[config.mk]
export PLATFORM = sky130hd
export DESIGN_NAME = eh2_bht_update_arb
export DESIGN_NICKNAME = d
export VERILOG_FILES = /design/src/rtl/eh2_bp_pkg.sv /design/src/rtl/eh2_bht_upd_fifo.sv /design/src/rtl/eh2_bht_update_arb.sv
export SDC_FILE = /design/constraint.sdc
export NUM_CORES = 1
export LEC_CHECK = 0
export CORE_AREA = 2 2 79 81
export CTS_BUF_LIST = sky130_fd_sc_hd__clkbuf_16
export CTS_CLUSTER_DIAMETER = 100
export DETAILED_ROUTE_END_ITERATION = 8
export DIE_AREA = 0 0 81 83
export PLACE_DENSITY = 0.83
export SLEW_MARGIN = 20
export SYNTH_ARGS = -nofsm -noshare
export SYNTH_HDL_FRONTEND = slang
export SYNTH_SLANG_ARGS = --single-unit
[constraint.sdc]
create_clock -name clk -period 3.75 [get_ports clk]
set_input_delay 0.75 -clock clk [delete_from_list [all_inputs] [get_ports clk]]
set_output_delay 0.75 -clock clk [all_outputs]
set_load 0.02 [all_outputs]
[src/rtl/eh2_bp_pkg.sv]
// eh2_bp_pkg: shared types, constants and the 2-bit counter update for the BHT update path
package eh2_bp_pkg;
    localparam int BHT_IDX_W = 8;
    localparam logic [1:0] BHT_CTR_SNT = 2'b00;
    localparam logic [1:0] BHT_CTR_STK = 2'b11;

    typedef struct packed {
        logic [BHT_IDX_W-1:0] idx;
        logic [1:0]           ctr;
    } bht_upd_pkt_t;

    typedef enum logic {INIT, RUN} bht_arb_state_e;

    function automatic logic [1:0] bht_ctr_next(logic [1:0] ctr, logic taken);
        return taken ? ((ctr == BHT_CTR_STK) ? ctr : ctr + 2'd1)
                     : ((ctr == BHT_CTR_SNT) ? ctr : ctr - 2'd1);
    endfunction
endpackage

[src/rtl/eh2_bht_upd_fifo.sv]
// eh2_bht_upd_fifo: per-thread update queue with wrapping pointers and an occupancy count
module eh2_bht_upd_fifo #(
    parameter int QDEPTH = 2,
    parameter int W      = 10
) (
    input  logic         clk,
    input  logic         rst,
    input  logic         flush,
    input  logic         push,
    input  logic         pop,
    input  logic [W-1:0] din,
    output logic [W-1:0] dout,
    output logic         empty,
    output logic         full
);
    localparam int PW = $clog2(QDEPTH);
    logic [W-1:0]  r_mem [QDEPTH];
    logic [PW-1:0] r_wp, r_rp;
    logic [PW:0]   r_cnt;

    always_ff @(posedge clk or posedge rst) begin
        if (rst) begin
            r_wp  <= '0;
            r_rp  <= '0;
            r_cnt <= '0;
        end else if (flush) begin
            r_wp  <= '0;
            r_rp  <= '0;
            r_cnt <= '0;
        end else begin
            r_wp  <= r_wp + {{(PW-1){1'b0}}, push};
            r_rp  <= r_rp + {{(PW-1){1'b0}}, pop};
            r_cnt <= r_cnt + {{PW{1'b0}}, push} - {{PW{1'b0}}, pop};
        end
    end

    // Storage needs no reset: the cleared count masks stale contents
    always_ff @(posedge clk) begin
        if (push) r_mem[r_wp] <= din;
    end

    assign dout  = r_mem[r_rp];
    assign empty = r_cnt == '0;
    assign full  = r_cnt == (PW+1)'(QDEPTH);
endmodule

[src/rtl/eh2_bht_update_arb.sv]
// eh2_bht_update_arb: queues per-thread BHT updates, round-robins them onto the single
// BHT write port, and runs the clear sweep after reset or a predictor flush.
module eh2_bht_update_arb
    import eh2_bp_pkg::*;
#(
    parameter int BHT_ADDR_WIDTH = 8,
    parameter int QDEPTH         = 2
) (
    input  logic                           clk,
    input  logic                           rst,
    input  logic [1:0]                     upd_valid,
    output logic [1:0]                     upd_ready,
    input  logic [1:0][BHT_ADDR_WIDTH-1:0] upd_index,
    input  logic [1:0][BHT_ADDR_WIDTH-1:0] upd_ghr,
    input  logic [1:0][1:0]                upd_ctr,
    input  logic [1:0]                     upd_taken,
    input  logic                           bp_flush,
    output logic                           wr_en,
    output logic [BHT_ADDR_WIDTH-1:0]      wr_addr,
    output logic [1:0]                     wr_data,
    output logic                           init_done,
    output logic                           busy
);
    localparam int NUM_THREADS = 2;
    localparam int PW          = BHT_ADDR_WIDTH + 2;

    bht_arb_state_e                   r_state;
    logic [BHT_ADDR_WIDTH-1:0]        r_sweep, r_wr_addr;
    logic [1:0]                       r_wr_data;
    logic                             r_wr_en, r_init_done, r_rr;
    logic [NUM_THREADS-1:0]           w_push, w_pop, w_empty, w_full;
    logic [NUM_THREADS-1:0][PW-1:0]   w_din, w_dout;
    logic                             w_run, w_both, w_any, w_sel;

    for (genvar t = 0; t < NUM_THREADS; t++) begin : g_q
        assign w_din[t]  = {upd_index[t] ^ upd_ghr[t], bht_ctr_next(upd_ctr[t], upd_taken[t])};
        assign w_push[t] = upd_valid[t] & ~w_full[t];
        assign w_pop[t]  = w_any & (w_sel == 1'(t));
        eh2_bht_upd_fifo #(.QDEPTH(QDEPTH), .W(PW)) u_fifo (
            .clk  (clk),
            .rst  (rst),
            .flush(bp_flush),
            .push (w_push[t]),
            .pop  (w_pop[t]),
            .din  (w_din[t]),
            .dout (w_dout[t]),
            .empty(w_empty[t]),
            .full (w_full[t])
        );
    end

    assign w_run  = (r_state == RUN) & ~bp_flush;
    assign w_both = ~w_empty[0] & ~w_empty[1];
    assign w_any  = w_run & ~&w_empty;
    assign w_sel  = w_both ? r_rr : w_empty[0];

    always_ff @(posedge clk or posedge rst) begin
        if (rst) begin
            r_state     <= INIT;
            r_sweep     <= '0;
            r_wr_en     <= 1'b0;
            r_wr_addr   <= '0;
            r_wr_data   <= BHT_CTR_SNT;
            r_init_done <= 1'b0;
            r_rr        <= 1'b0;
        end else if (bp_flush) begin
            r_state     <= INIT;
            r_sweep     <= '0;
            r_wr_en     <= 1'b0;
            r_init_done <= 1'b0;
        end else if (r_state == INIT) begin
            r_wr_en   <= 1'b1;
            r_wr_addr <= r_sweep;
            r_wr_data <= BHT_CTR_SNT;
            r_sweep   <= r_sweep + 1'b1;
            if (&r_sweep) begin
                r_state     <= RUN;
                r_init_done <= 1'b1;
            end
        end else begin
            r_wr_en <= w_any;
            if (w_any) begin
                r_wr_addr <= w_dout[w_sel][PW-1:2];
                r_wr_data <= w_dout[w_sel][1:0];
            end
            // Pointer only moves when both threads actually compete
            if (w_both) r_rr <= ~r_rr;
        end
    end

    assign upd_ready = ~w_full;
    assign wr_en     = r_wr_en;
    assign wr_addr   = r_wr_addr;
    assign wr_data   = r_wr_data;
    assign init_done = r_init_done;
    assign busy      = (r_state == INIT) | ~&w_empty | r_wr_en;
endmodule

==> impl_results.md <==
- Total grt overflow: 0
- Drt wl/cell: 16.0 um
- Chip height: 83 um
- Worst-Skew Late Latency: 330 ps
- Clock Pin Slew Worst Setup and Hold Paths: 60 ps
- Post-synth EDFFs: 40
- Final Hold Fails: 0
- Final HPWL DP: 4380 um
- Drt first pass iters: 4
- Area Growth Syn to Fin: 28.7%
- Crit path DAT: 1860 ps
- Post-synth top area share: 37.6%
- Share of cells above drive strength 1: 10.1%
- Final Cycle Share: 69.6%
- Site row count: 28
- H-tree Lvls: 3
- Slowest CP cell: dfrtp_1
- Largest net degree at the start of global routing: 31
- CP endpoint kind: output pin
- Most used flip-flop cell after synthesis: edfxtp_1
- VDD IR max: 0.259 mV
- Final TNS setup: 0 ps
- Max_slew headroom: 51.6%
- Final setup viols: 0
- Outcome: completed
- Drc violations: 0
- Number of diodes: 0
- Vias in the first global route: 2146
- Area leader, netlist: edfxtp_1
- Pwr dens: 477 nW/um^2
- HP Class: flip-flop to flip-flop
- Final Max Slew Viols: 0
- Syn. warnings: 0
- Seq/Total Area, Yosys: 61.2%
- Minimum clock period: 2610 ps
- Syn Area/Cell: 13.2 um^2
- Max-cap viol count: 0
- Syn_nets: 293
- Max Clk Rate: 383 MHz
- CP max stage delay: 810 ps
- Max Root-Sink Buffers: 2
- Crit path kind: flip-flop to output pin
- Initial Utilization: 54.9%
- Post-Syn Instances: 241
- Ports: 58
- CP max FO: 21
- Routed vias: 2003
- First-pass GRT wire length: 10100 um
- Root Buffer: clkbuf_16
- R2r setup slk: 1340 ps
- Worst-Margin Slew: 726 ps
- Post-CTS sizing: 0
- CTS buffer count: 9
- Ordered list of cells on the worst path: nand4b_1 -> clkdlybuf4s50_1
- Synthesized area: 3190 um^2
- Die W: 81 um
- CTS tree: done
- CP required: 3000 ps
- IO buf count: 57
- Total Wirelength: 6110 um
- Initial antenna violation count: 0
- GRT Total Usage: 20.3%
- Post-route ant nets: 0
- Top-count cell post-synth: edfxtp_1
- Final net count: 354
- RSZ-0062 raised after global routing: no
- Core ar.: 5820 um^2
- Synthesis-stage register bit count: 70
- Largest cells by area after synthesis: edfxtp_1 (38%), dfrtp_1 (24%), xor2_1 (5.8%)
- Cell total after placement: 366
- Most instantiated cells after synthesis: edfxtp_1 (40), dfrtp_1 (30), xor2_1 (21), mux2i_1 (18), nor2_1 (18)
- Static leakage: 1.59 nW
- Clock Sink Count: 70
- Netlist cell types: 39
- Finished Layout Cells: 382
- Iter 0 DRT Violations: 187
- Startpoint Class: flip-flop
- Post-CTS Setup Repair Bufs: 0
- Setup Skew: 6.30 ps
- RD Place Congestion: 0.848
- Post-synth ARST share: 42.9%
- Cts hold-fix bufs: 0
- Vias/cell: 5.24
- Die ar.: 6720 um^2
critical path, delay by kind of cell, from the launching register on:
family,cells,cell delay (ps)
DFF,1,810
buffers and inverters,1,560
and+or+nand+nor,1,160
stage by stage:
step,area [um^2],setup WS (ps),util (%),power [W],hold slack [ps]
2_1_floorplan,3190,1460,-,0.00105,451
3_3_place_gp,3820,1080,65.6,0.00114,468
3_5_place_dp,3820,947,65.6,0.00116,480
4_1_cts,4110,1150,70.6,0.00197,490
5_1_grt,4110,1040,70.6,0.00203,508
6_report,4110,1140,70.6,0.00196,488
layer usage:
metal	wire length [um]	vias to the layer above	global-route usage [%]
li1	-	975	-
met4	153	0	9.86
met3	177	11	3.70
met1	2460	968	22.9
met5	0	-	0
met2	3320	49	36.0
path summary, 6_finish.rpt:
kind | start | end | cells after the start
worst max-delay path | r_state$_DFF_PP0_ | busy | 2
worst min-delay path | r_rr$_DFFE_PP0P_ | r_rr$_DFFE_PP0P_ | 1
worst max register to register | r_state$_DFF_PP0_ | g_q[1].u_fifo.r_cnt[1]$_DFF_PP0_ | 8
worst min register to register | r_rr$_DFFE_PP0P_ | r_rr$_DFFE_PP0P_ | 1
max in group asynchronous | rst | g_q[0].u_fifo.r_wp$_DFF_PP0_ | 2
min in group asynchronous | rst | g_q[1].u_fifo.r_cnt[0]$_DFF_PP0_ | 2
registers in the layout (all words and copies together) (netlist names):
register and cells:
r_state 1, wr_addr 8, wr_en 1, r_sweep 8
init_done 1, g_q.u_fifo.r_rp 2, g_q.u_fifo.r_cnt 4, r_rr 1
wr_data 2, g_q.u_fifo.r_wp 2, g_q.u_fifo.r_mem 40
final cells by class:
| type | count | area [um^2] |
|---|---|---|
| Sequential cell | 70 | 1950 |
| Fill cell | 433 | 1710 |
| Multi-Input combinational cell | 150 | 1140 |
| Timing Repair Buffer | 59 | 586 |
| Clock buffer | 9 | 225 |
| Tap cell | 75 | 93.8 |
| Clock inverter | 7 | 65.1 |
| Inverter | 12 | 45.0 |
power breakdown:
part           switching (W)  internal (W)  total (W)
Combinational       0.000111      0.000117   0.000228
Clock               0.000308      0.000509   0.000817
Sequential         0.0000263      0.000886   0.000912
cell usage in the layout, fill, tap and decap left out, types with 3 or more instances in the layout:
cell	netlist	layout
a21oi_1	9	9
clkbuf_16	0	9
clkdlybuf4s50_1	0	57
clkinv_2	0	3
dfrtp_1	30	30
edfxtp_1	40	40
ha_1	9	9
inv_1	11	10
maj3_1	4	4
mux2_2	9	9
mux2i_1	18	18
nand2_1	4	4
nand2b_1	3	3
nor2_1	18	18
nor2b_1	3	3
nor3_1	8	8
nor3b_1	5	5
o21ai_0	8	8
o21ai_1	3	3
xnor2_1	7	7
xor2_1	21	21
kinds of logic after synthesis:
| kind of cell | after synthesis | share of synthesized area (%) |
|---|---|---|
| flops | 70 | 61.2 |
| fa+ha+maj | 13 | 4.78 |
| buf+inv | 21 | 3.10 |
| simple gates | 55 | 9.21 |
| xor+xnor | 28 | 7.68 |
| mux | 28 | 9.17 |
| compound gates | 26 | 4.90 |
Note: power is estimated with default switching activity, not from simulation.
